## src/rtl/approx_add_pkg.sv

```systemverilog
`default_nettype none
// ============================================================================
//  Module      : approx_add_pkg
//  Description : Shared helpers for the pipelined approximate adder: stage
//                count, saturating arithmetic and the lower-part-OR
//                reference model.
//  Revision    : 1.0 - initial release
// ============================================================================
package approx_add_pkg;

    // Number of pipeline segments needed to cover w bits in seg_w-bit chunks.
    function automatic int calc_stages(input int w, input int seg_w);
        return (w + seg_w - 1) / seg_w;
    endfunction

    // Saturating add of two unsigned values, clamped to a width-bit all-ones.
    function automatic logic [63:0] sat_add(input logic [63:0] acc,
                                            input logic [63:0] inc,
                                            input int          width);
        logic [63:0] lim;
        logic [64:0] s;
        lim = (width >= 64) ? {64{1'b1}} : ((64'd1 << width) - 64'd1);
        s   = {1'b0, acc} + {1'b0, inc};
        if (s[64] || (s[63:0] > lim)) begin
            return lim;
        end
        return s[63:0];
    endfunction

    // Saturating increment by one.
    function automatic logic [63:0] sat_inc(input logic [63:0] acc,
                                            input int          width);
        return sat_add(acc, 64'd1, width);
    endfunction

    // Lower-part-OR adder: low k bits are a|b, the carry into bit k is
    // a[k-1]&b[k-1], the upper part is an exact add. Exact when k==0 or
    // approximation is disabled. Operands are zero-extended, so the result
    // width follows the operand width plus one carry bit.
    function automatic logic [63:0] loa_sum(input logic [63:0] a,
                                            input logic [63:0] b,
                                            input int          k,
                                            input logic        approx_en);
        logic [63:0] mask;
        logic [63:0] low;
        logic [63:0] c;
        if (!approx_en || (k == 0)) begin
            return a + b;
        end
        mask = (64'd1 << k) - 64'd1;
        low  = (a | b) & mask;
        c    = (a >> (k - 1)) & (b >> (k - 1)) & 64'd1;
        return (((a >> k) + (b >> k) + c) << k) | low;
    endfunction

endpackage
`default_nettype wire

```

## src/rtl/approx_add_seg.sv

```systemverilog
`default_nettype none
// ============================================================================
//  Module      : approx_add_seg
//  Description : Combinational SEG_W-bit segment of the approximate adder.
//                Bits flagged in i_approx_mask produce a|b and hand a&b on as
//                the carry; other bits are ordinary full adders.
//  Revision    : 1.0 - initial release
// ============================================================================
module approx_add_seg
    import approx_add_pkg::*;
#(
    parameter int SEG_W = 4
) (
    input  logic [SEG_W-1:0] i_a,
    input  logic [SEG_W-1:0] i_b,
    input  logic [SEG_W-1:0] i_approx_mask,
    input  logic             i_cin,
    output logic [SEG_W-1:0] o_sum,
    output logic             o_cout
);

    // Ripple through the segment; an approximate bit ignores its incoming
    // carry, so only the top approximate bit's a&b reaches an exact bit.
    always_comb begin
        logic w_c;
        w_c   = i_cin;
        o_sum = '0;
        for (int i = 0; i < SEG_W; i++) begin
            if (i_approx_mask[i]) begin
                o_sum[i] = i_a[i] | i_b[i];
                w_c      = i_a[i] & i_b[i];
            end else begin
                o_sum[i] = i_a[i] ^ i_b[i] ^ w_c;
                w_c      = (i_a[i] & i_b[i]) | (w_c & (i_a[i] ^ i_b[i]));
            end
        end
        o_cout = w_c;
    end

endmodule
`default_nettype wire

```

## src/rtl/approx_add_pipe.sv

```systemverilog
`default_nettype none
// ============================================================================
//  Module      : approx_add_pipe
//  Description : Pipelined, segmented lower-part-OR approximate adder with a
//                valid/ready stream interface and per-beat exact/approx mode.
//                Optional error monitor enabled by APPROX_ADD_ERRMON_EN.
//  Revision    : 1.0 - initial release
// ============================================================================
module approx_add_pipe
    import approx_add_pkg::*;
#(
    parameter int W     = 8,
    parameter int K     = 2,
    parameter int SEG_W = 4,
    parameter int ERR_W = 32
) (
    input  logic             clk,
    input  logic             rst,
    input  logic             in_valid,
    output logic             in_ready,
    input  logic [W-1:0]     a,
    input  logic [W-1:0]     b,
    input  logic             approx_en,
    output logic             out_valid,
    input  logic             out_ready,
    output logic [W:0]       sum,
    input  logic             err_clr,
    output logic [ERR_W-1:0] err_sum,
    output logic [W:0]       err_max,
    output logic [ERR_W-1:0] err_cnt
);

    localparam int N  = calc_stages(W, SEG_W);
    localparam int WP = N * SEG_W;

    logic              w_adv;
    logic [WP-1:0]     w_a_pad;
    logic [WP-1:0]     w_b_pad;
    logic [N-1:0]      valid_d,  valid_q;
    logic [N-1:0]      carry_d,  carry_q;
    logic [N-1:0]      approx_d, approx_q;
    logic [WP-1:0]     opa_d [N];
    logic [WP-1:0]     opa_q [N];
    logic [WP-1:0]     opb_d [N];
    logic [WP-1:0]     opb_q [N];
    logic [WP-1:0]     psum_d[N];
    logic [WP-1:0]     psum_q[N];
    logic [WP:0]       w_full;
    logic              w_unused;

    // Single global stall: every stage moves together or not at all.
    assign w_adv    = out_ready | ~valid_q[N-1];
    assign in_ready = w_adv;
    assign w_a_pad  = WP'(a);
    assign w_b_pad  = WP'(b);

    for (genvar j = 0; j < N; j++) begin : g_stage
        logic [WP-1:0]    w_a_in, w_b_in, w_s_in;
        logic             w_c_in, w_v_in, w_x_in;
        logic [SEG_W-1:0] w_mask, w_seg_s;
        logic             w_seg_c;

        if (j == 0) begin : g_first
            assign w_a_in = w_a_pad;
            assign w_b_in = w_b_pad;
            assign w_s_in = '0;
            assign w_c_in = 1'b0;
            assign w_v_in = in_valid;
            assign w_x_in = approx_en;
        end else begin : g_next
            assign w_a_in = opa_q[j-1];
            assign w_b_in = opb_q[j-1];
            assign w_s_in = psum_q[j-1];
            assign w_c_in = carry_q[j-1];
            assign w_v_in = valid_q[j-1];
            assign w_x_in = approx_q[j-1];
        end

        // Bits of this segment below K are approximated when the beat asks.
        for (genvar i = 0; i < SEG_W; i++) begin : g_mask
            assign w_mask[i] = w_x_in & ((j * SEG_W + i) < K);
        end

        approx_add_seg #(.SEG_W(SEG_W)) u_seg (
            .i_a           (w_a_in[j*SEG_W +: SEG_W]),
            .i_b           (w_b_in[j*SEG_W +: SEG_W]),
            .i_approx_mask (w_mask),
            .i_cin         (w_c_in),
            .o_sum         (w_seg_s),
            .o_cout        (w_seg_c)
        );

        // Earlier stages only ever fill bits below this segment, so OR-ing in
        // the new segment is an overlay.
        assign psum_d[j]   = w_s_in | (WP'(w_seg_s) << (j * SEG_W));
        assign opa_d[j]    = w_a_in;
        assign opb_d[j]    = w_b_in;
        assign carry_d[j]  = w_seg_c;
        assign valid_d[j]  = w_v_in;
        assign approx_d[j] = w_x_in;
    end

    // Pipeline registers, valid bits included, advance only on w_adv.
    always_ff @(posedge clk or posedge rst) begin
        if (rst) begin
            valid_q  <= '0;
            carry_q  <= '0;
            approx_q <= '0;
            for (int j = 0; j < N; j++) begin
                opa_q[j]  <= '0;
                opb_q[j]  <= '0;
                psum_q[j] <= '0;
            end
        end else if (w_adv) begin
            valid_q  <= valid_d;
            carry_q  <= carry_d;
            approx_q <= approx_d;
            for (int j = 0; j < N; j++) begin
                opa_q[j]  <= opa_d[j];
                opb_q[j]  <= opb_d[j];
                psum_q[j] <= psum_d[j];
            end
        end
    end

    // Carry into bit W lands in the padding bit when WP>W, otherwise in the
    // final carry register; either way it is bit W of w_full.
    assign w_full    = {carry_q[N-1], psum_q[N-1]};
    assign sum       = w_full[W:0];
    assign out_valid = valid_q[N-1];

    // Last-stage operands and mode are consumed before the final register.
    assign w_unused = ^{opa_q[N-1], opb_q[N-1], approx_q[N-1], w_full};

`ifdef APPROX_ADD_ERRMON_EN
    logic [W:0]       exact_d[N];
    logic [W:0]       exact_q[N];
    logic [W:0]       w_diff;
    logic [ERR_W-1:0] err_sum_d, err_sum_q;
    logic [W:0]       err_max_d, err_max_q;
    logic [ERR_W-1:0] err_cnt_d, err_cnt_q;

    assign exact_d[0] = {1'b0, a} + {1'b0, b};
    for (genvar j = 1; j < N; j++) begin : g_exact
        assign exact_d[j] = exact_q[j-1];
    end

    // Shadow exact sum travels in lockstep with the segmented pipeline.
    always_ff @(posedge clk or posedge rst) begin
        if (rst) begin
            for (int j = 0; j < N; j++) begin
                exact_q[j] <= '0;
            end
        end else if (w_adv) begin
            for (int j = 0; j < N; j++) begin
                exact_q[j] <= exact_d[j];
            end
        end
    end

    assign w_diff = (exact_q[N-1] >= sum) ? (exact_q[N-1] - sum) : (sum - exact_q[N-1]);

    // Statistics update on the output handshake; a coincident clear wins.
    always_comb begin
        err_sum_d = err_sum_q;
        err_max_d = err_max_q;
        err_cnt_d = err_cnt_q;
        if (err_clr) begin
            err_sum_d = '0;
            err_max_d = '0;
            err_cnt_d = '0;
        end else if (valid_q[N-1] && out_ready) begin
            err_sum_d = ERR_W'(sat_add(64'(err_sum_q), 64'(w_diff), ERR_W));
            if (w_diff > err_max_q) begin
                err_max_d = w_diff;
            end
            if (w_diff != '0) begin
                err_cnt_d = ERR_W'(sat_inc(64'(err_cnt_q), ERR_W));
            end
        end
    end

    // Error statistic registers.
    always_ff @(posedge clk or posedge rst) begin
        if (rst) begin
            err_sum_q <= '0;
            err_max_q <= '0;
            err_cnt_q <= '0;
        end else begin
            err_sum_q <= err_sum_d;
            err_max_q <= err_max_d;
            err_cnt_q <= err_cnt_d;
        end
    end

    assign err_sum = err_sum_q;
    assign err_max = err_max_q;
    assign err_cnt = err_cnt_q;
`else
    logic w_unused_err_clr;
    assign w_unused_err_clr = err_clr;
    assign err_sum = '0;
    assign err_max = '0;
    assign err_cnt = '0;
`endif

endmodule
`default_nettype wire

```

## config.mk

```make
export PLATFORM = sky130hd
export DESIGN_NAME = approx_add_pipe
export DESIGN_NICKNAME = d
export VERILOG_FILES = /design/src/rtl/approx_add_pkg.sv /design/src/rtl/approx_add_seg.sv /design/src/rtl/approx_add_pipe.sv
export SDC_FILE = /design/constraint.sdc
export NUM_CORES = 1
export LEC_CHECK = 0
export ABC_AREA = 0
export BUFFER_PORTS_ARGS = -buffer_cell sky130_fd_sc_hd__buf_2
export CORE_MARGIN = 3
export CORE_UTILIZATION = 44
export CTS_BUF_LIST = sky130_fd_sc_hd__clkbuf_16
export DETAILED_ROUTE_END_ITERATION = 8
export PLACE_DENSITY = 0.88
export SLEW_MARGIN = 0
export SYNTH_ARGS = -nofsm -noshare
export SYNTH_HDL_FRONTEND = slang
export SYNTH_SLANG_ARGS = --single-unit
```

## constraint.sdc

```tcl
create_clock -name clk -period 3 [get_ports clk]
set_input_delay 0.3 -clock clk [delete_from_list [all_inputs] [get_ports clk]]
set_output_delay 0.3 -clock clk [all_outputs]
set_load 0.02 [all_outputs]
```

-- Word level (Yosys, flattened, before mapping)
Cells that the tools add are included.
- flip-flop bits (word level): 32
- bits of input ports: 22
- output and inout bits: 84
- logic and storage cells: 51
- multiplexer cells: 3
- bitwise operators: 42
- operators with widths (kind ; count):
    $and A1 B1 Y1 ; 15
    $xor A1 B1 Y1 ; 15
    $or A1 B1 Y1 ; 10
    $or A4 B8 Y8 ; 1
    $mux W1 ; 3
    $not A1 Y1 ; 1

-- Depth between registers and ports, before layout
Gate-level depths: netlist of the first run.
- depth after elaboration: 9
- gate-level depth with buffers: 8
- gate-level depth less buffers: 8

-- By module
A second synthesis of the first run with hierarchy kept.
- cells, all modules: 192
- area, all modules: 2139.6 um^2
- by module, submodules not included (module ; times used ; cells each ; area each (um^2) ; seq. area each (um^2)):
    approx_add_pipe ; 1 ; 128 ; 1544.0 ; 600.6
    approx_add_seg at g_stage[0].u_seg ; 1 ; 32 ; 300.3 ; 0.0
    approx_add_seg at g_stage[1].u_seg ; 1 ; 32 ; 295.3 ; 0.0

-- Least setup slack after synthesis of the first run
OpenSTA, ideal clock, no wires.
- path kind: reg-to-reg
- start: reg carry_q[0]
- end: reg psum_q, in the netlist sum[7]
- setup time: 77 ps
- arrival time: 2060 ps
- data required time: 2923 ps
- slack: 863 ps
- cell stages (with the launch flop): 9
- path buffers: 0
- period minus slack after synthesis: 2137 ps
- cell sequence: dfrtp_1 > inv_1 > fa_1 > inv_1 > fa_1 > fa_1 > inv_1 > fa_1 > a21oi_1
- word-level cells in the longest chain between the ends: 8
- ends and longest elaborated chain (what ; RTL line ; text):
    start, declared ; approx_add_pipe.sv:40 ; logic [N-1:0] carry_d, carry_q;
    start signal, assigned ; approx_add_pipe.sv:116 ; carry_q <= carry_d;
    $and A1 B1 Y1 ; approx_add_seg.sv:34 ; w_c = (i_a[i] & i_b[i]) | (w_c & (i_a[i] ^ i_b[i]));
    $or A1 B1 Y1 ; approx_add_seg.sv:34 ;
    $and A1 B1 Y1 ; approx_add_seg.sv:34 ;
    $or A1 B1 Y1 ; approx_add_seg.sv:34 ;
    $and A1 B1 Y1 ; approx_add_seg.sv:34 ;
    $or A1 B1 Y1 ; approx_add_seg.sv:34 ;
    $xor A1 B1 Y1 ; approx_add_seg.sv:33 ; o_sum[i] = i_a[i] ^ i_b[i] ^ w_c;
    $or A4 B8 Y8 ; approx_add_pipe.sv:95 ; assign psum_d[j] = w_s_in | (WP'(w_seg_s) << (j * SEG_W));
    end signal, assigned by index ; approx_add_pipe.sv:121 ; psum_q[j] <= psum_d[j];
    end, declared ; approx_add_pipe.sv:47 ; logic [WP-1:0] psum_q[N];
Every way passes these cells.
A chain may end at the register's enable or synchronous reset.

-- Worst setup path after layout of the first run
Ends and elaborated chain as after synthesis.

==> impl_results.md, run 1 <==
* Antenna diodes at 0
* # clock sinks at 24
* Worst slew pin tran at 0.895 ns
* Arr. time, crit path at 2.45 ns
* Worst min path class: in2async
* Grt ovf at 0
* Flop pwr share at 0.400
* Gpl congestion at 0.747
* DRT Wirelength at 2690 microns
* Worst-path clk slew at 0.06 ns
* Synthesized area per cell at 11.0 sq um
* Fin crit period at 2.27 ns
* Post-CTS Setup Repair Bufs at 0
* All-Layer GR Usage at 0.105
* I/O pins at 106
* # rows at 22
* Period utilization at 0.757
* # hold bufs at CTS at 0
* Worst Path Required at 3.18 ns
* Unrepaired setup endpoints after global routing: no
* Die width at 70.0 microns
* Layout net count at 229
* Final core occ at 0.468
* First drt pass iteration count at 4
* Initial antenna violation count at 0
* Main flop type after synthesis: dfrtp_1
* Lkg Pwr at 1.01 nW
* Max Slew Vio Count at 0
* Nature of the critical path startpoint: flip-flop
* CTS tree: yes
* Htree depth at 1
* Root Buffer: clkbuf_16
* Warnings from Yosys at 0
* FF-to-FF path depth at 8
* Outcome: finished clean
* R2r startpoint: carry_q[0]
* Share of the synthesized area in the top cell type at 0.334
* Worst-path fanout max at 2
* Worst-skew pair later-pin latency at 0.25 ns
* Synth Cell Area at 0.00180 sq mm
* Setup violators final at 0
* Remaining DRCs at 0
* CTS Buf Count at 3
* Post-route clock skew at 0.00215 ns
* Clk pwr share at 0.254
* Total power at 1.11 mW
* Internal at 0.719 mW
* Logic pwr share at 0.346
* DIE AREA at 0.00490 sq mm
* Routed via count at 929
* Max frequency at 0.440 GHz
* Drt wl/cell at 11.1 microns
* Yosys top cell by area: dfrtp_1
* Vias in the first global route at 857
* Initial drt markers at 61
* Commonest cells in the netlist: buf_4 (73), dfrtp_1 (24), inv_1 (16)
* Most common cell in the synthesized netlist: buf_4
* R2R Setup Slk at 0.73 ns
* RR Endpoint: sum[7]
* Final Non-Filler Cells at 242
* Ranking of synthesized cells by area: dfrtp_1 (33%), buf_4 (30%), mux2_4 (10%)
* Register area share after synthesis at 0.334
* Area grow syn2layout at -1.25%
* EDFF count, synth at 0
* Share of layout cells above drive strength 1 at 0.278
* DP HPWL at 2100 microns
* Seq cells post-synth at 24
* Sw Ratio at 0.350
* Power per cell area at 623 mW/mm^2
* First-pass GRT wire length at 4090 microns
* FFs w/ async S/R, synth at 1.00
* Worst ir drop on vdd at 0.223 mV
* ANT nets after route at 0
* Setup_tns at 0 ns
* CTS max path bufs at 2
* Drt via density at 3.84
* Die Ht at 70.0 microns
* Maxcap violations at 0
* Cells after DPL at 239
* Final hold vios at 0
* Number of library cell types mapped by synthesis at 19
* Post-cts gate resize count at 0
* Rel. slew slack at 0.403
* Largest net degree at the start of global routing at 25
* Cells after Synth at 163
* Initial Util at 0.474
* PortBufs at 31
* Area of the core at 0.00380 sq mm
* CP Class: reg2reg
* Crit. End Element: flip-flop
* Net switching power at 0.388 mW
cell usage in the layout (no fill, tap or decap):
master     netlist  layout
a21oi_1          4       4
a31o_2           1       1
and3b_1          1       1
buf_2            0      31
buf_4           73       1
clkbuf_16        0       3
conb_1           1      73
dfrtp_1         24      24
fa_1             7       7
ha_1             4       4
inv_1           16      16
mux2_2           5       5
mux2_4          12      12
mux2i_1          2       2
nand2_1          2       2
nand2b_1         2       2
nor3b_1          4       4
o21ai_0          1       1
or2_2            1       1
routing by layer:
layer | GRT usage | share of wire | vias to the layer above
li1 | - | - | 424
met1 | 0.124 | 0.34 | 446
met2 | 0.175 | 0.53 | 53
met3 | 0.0345 | 0.12 | 6
met4 | 0.0447 | 0.016 | 0
met5 | 0 | 0 | -
metrics by stage:
stage / area (sq um) / hold slack, ns / worst slack (ns)
6_report: 1780 / 0.233 / 0.729
5_1_grt: 1780 / 0.280 / 0.613
4_1_cts: 1780 / 0.267 / 0.718
3_5_place_dp: 1700 / 0.461 / 0.742
3_3_place_gp: 1700 / 0.445 / 0.774
2_1_floorplan: 2070 / 0.315 / 0.863
worst max-delay path, cell delays in order (launching register included):
cell and delay, ns:
dfrtp_1 0.36, inv_1 0.10, fa_1 0.18, inv_1 0.06, fa_1 0.44, fa_1 0.44
inv_1 0.09, fa_1 0.41, a21oi_1 0.13
flip-flops by register name, summed over array words and instances, names as in the netlist:
signal	flops
g_stage.w_b_in	4
sum	8
carry_q	2
g_stage.w_a_in	4
valid_q	2
g_stage.w_s_in	4
power groups by stage:
stage	clock [mW]	sequential [mW]	combinational (mW)
6_report	0.282	0.443	0.383
3_5_place_dp	0	0.447	0.384
4_1_cts	0.286	0.443	0.386
3_3_place_gp	0	0.442	0.374
5_1_grt	0.296	0.455	0.417
2_1_floorplan	0	0.496	0.315
cells by family (layout without fill, tap and decap cells):
logic type | Yosys count | after routing | share of synthesized area
flops | 24 | 24 | 0.334
compound gates | 6 | 6 | 0.0188
simple gates | 10 | 10 | 0.0361
fa+ha+maj | 11 | 11 | 0.106
buf+inv | 92 | 51 | 0.361
mux | 19 | 19 | 0.142
other cells | 1 | 73 | 0.00208
worst max path at each step:
stage | startpoint | endpoint | cells past startpoint
finish | carry_q[0] | sum[7] | 8
global route | carry_q[0] | sum[7] | 8
CTS | carry_q[0] | sum[7] | 8
detailed placement | carry_q[0] | sum[7] | 8
global placement | carry_q[0] | sum[7] | 8
floorplan | carry_q[0] | sum[7] | 8
final cells by class:
type	count	area, sq um
Clock buffer	3	75.1
Fill cell	366	2020
Inverter	16	60.1
Multi-Input combinational cell	119	820
Sequential cell	24	601
Tap cell	48	60.1
Timing Repair Buffer	32	163
Power figures use the tool's default switching activity.
==> inputs of run 2 (changes only) <==
- clock period: 3 -> 2.3 ns (I/O delays scaled with it)
==> run 2 against run 1 <==
Compared with the run above:
- clock skew grew 0.0012 ns
- combinational power grew 35%
- clock-buffer cell count is the same
- via count fell by 1.1%
- non-clock buffer count rose by 1
- clock power grew 31%
- cell count is 0.83% higher
- worst hold slack got worse by 0.070 ns
- register-to-register slack got worse by 0.59 ns
==> impl_results.md, run 2 (synthesized netlist as in run 1, its figures left out) <==
* Worst ir drop on vdd at 0.312 mV (+40%)
* Worst-skew pair later-pin latency at 0.26 ns (about the same)
* Max reg flops at 8 (unchanged)
* Unrepaired setup endpoints after global routing: no
* Die width at 70.0 microns (unchanged)
* Area after DPL at 0.00171 sq mm (+0.44%)
* Layout net count at 230 (+0.44%)
* CTS Buf Count at 3 (unchanged)
* Largest net degree at the start of global routing at 25 (unchanged)
* First-pass GRT wire length at 3950 microns (-3.5%)
* Area of the core at 0.00380 sq mm (unchanged)
* # clock sinks at 24 (unchanged)
* All-Layer GR Usage at 0.102 (-0.00314)
* Post-route clock skew at 0.00335 ns (+0.00120 ns)
* Share of layout cells above drive strength 1 at 0.316 (+0.0380)
* Setup_tns at 0 ns (unchanged)
* Max frequency at 0.463 GHz (+5.2%)
* Vias in the first global route at 855 (-0.23%)
* Commonest non-fill, non-tap cell in the layout: conb_1
* Routed via count at 919 (-1.1%)
* # hold bufs at CTS at 0 (unchanged)
* Power per cell area at 812 mW/mm^2 (+30%)
* DIE AREA at 0.00490 sq mm (unchanged)
* I/O pins at 106 (unchanged)
* Final hold vios at 0 (unchanged)
* Antenna diodes at 0 (unchanged)
* Initial drt markers at 20 (-67%)
* Remaining DRCs at 0 (unchanged)
* Nature of the critical path startpoint: flip-flop
* PortBufs at 31 (unchanged)
* Grt ovf at 0 (unchanged)
* Root Buffer: clkbuf_16
* Initial Util at 0.474 (unchanged)
* Flop pwr share at 0.393 (-0.007)
* Maxcap violations at 0 (unchanged)
* Worst min path class: in2async
* DP HPWL at 2190 microns (+4.3%)
* Post-CTS Setup Repair Bufs at 0 (unchanged)
* Drt via density at 3.77 (-1.9%)
* ANT nets after route at 0 (unchanged)
* Crit. End Element: flip-flop
* Final Non-Filler Cells at 244 (+0.83%)
* Multi-input logic area at 831 sq um (+1.4%)
* Initial antenna violation count at 0 (unchanged)
* Sw Ratio at 0.350 (-0.000785)
* Design area at 0.00180 sq mm (+1.3%)
* CTS max path bufs at 2 (unchanged)
* Max Slew Vio Count at 0 (unchanged)
* Worst-path clk slew at 0.06 ns (about the same)
* Rel. slew slack at 0.400 (-0.00250)
* Commonest cells after routing, fill and taps aside: conb_1 (73), buf_2 (31), dfrtp_1 (24)
* Period utilization at 0.938 (+0.181)
* Die Ht at 70.0 microns (unchanged)
* FF/Latch Area at 601 sq um (unchanged)
* Outcome: finished clean
* Net switching power at 0.511 mW (+32%)
* Area grow syn2layout at 0.000167%
* Worst-path fanout max at 2 (unchanged)
* Drt wl/cell at 11.2 microns (+0.80%)
* Fill count at 355 (-3.0%)
* Lkg Pwr at 1.01 nW (+0.11%)
* Logic pwr share at 0.354 (+0.008)
* DRT Wirelength at 2740 microns (+1.6%)
* Arr. time, crit path at 2.35 ns (-0.10 ns)
* Total power at 1.46 mW (+32%)
* # rows at 22 (unchanged)
* Internal at 0.951 mW (+32%)
* First drt pass iteration count at 2 (-2)
* Fin crit period at 2.16 ns (-0.113 ns)
* Cells after DPL at 240 (+0.42%)
* Gpl congestion at 0.768 (+2.9%)
* Fin Hold WS at 0.162 ns (-0.0701 ns)
* Worst Path Required at 2.49 ns (-0.69 ns)
* Clk pwr share at 0.253 (about the same)
* CP Class: reg2reg
* Worst slew pin tran at 0.899 ns (+0.00374 ns)
* Setup violators final at 0 (unchanged)
* CTS tree: yes
* Htree depth at 1 (unchanged)
==> run 2: cell types whose count changed in the layout (fill, tap and decap cells not counted), sizes merged <==
cell    delta
buf        +1
clkinv     +1
==> run 2: timing repair <==
item                                    in CTS  in global routing
endpoints found under the setup margin       0                  1
endpoints found under the hold margin        0                  0
resized for setup                            0                  7
==> run 2: area by class of cell <==
type	count	area share
clock buffer	3	0.0417
sequential	24	0.334
tap	48	0.0334
inverter	16	0.0334
multi-input combinational	119	0.461
clock inverter	1	0.00208
timing repair buffer	33	0.0945
==> run 2: path summary, 6_finish.rpt <==
path	startpoint	endpoint	slack [ns]	depth (start not counted)
max	g_stage[1].w_b_in[4]	sum[7]	0.14	8
min	rst	sum[7]	0.16	2
max reg2reg	g_stage[1].w_b_in[4]	sum[7]	0.14	8
min reg2reg	valid_q[0]	valid_q[1]	0.47	1
max in group asynchronous	rst	sum[1]	1.59	2
min in group clk	b[6]	g_stage[1].w_b_in[6]	0.20	2
==> run 2: worst max-delay path, stage by stage, from the launching register on <==
cell and delay, ns:
dfrtp_1 0.39, inv_2 0.07, fa_2 0.19, inv_1 0.06, fa_2 0.39, fa_2 0.40, inv_2 0.06, fa_1 0.42
a21oi_2 0.12
==> run 2: per-layer routing <==
layer / up-vias / GRT usage / share of wire
met5: - / 0 / 0
met4: 0 / 0.0553 / 0.028
met3: 7 / 0.0288 / 0.10
met2: 54 / 0.182 / 0.53
met1: 434 / 0.109 / 0.34
li1: 424 / - / -
==> run 2: power by group through the flow <==
stage	combinational, mW	clock, mW	sequential (mW)
global placement	0.490	0	0.576
detailed placement	0.507	0	0.580
floorplan	0.411	0	0.648
finish	0.517	0.370	0.574
global route	0.566	0.395	0.588
CTS	0.509	0.380	0.574
==> run 2: stage by stage <==
stage / util / worst slack, ns
4_1_cts: 0.471 / 0.0155
2_1_floorplan: - / 0.163
3_3_place_gp: 0.450 / 0.0888
5_1_grt: 0.474 / 0.0148
3_5_place_dp: 0.450 / 0.0377
6_report: 0.474 / 0.142
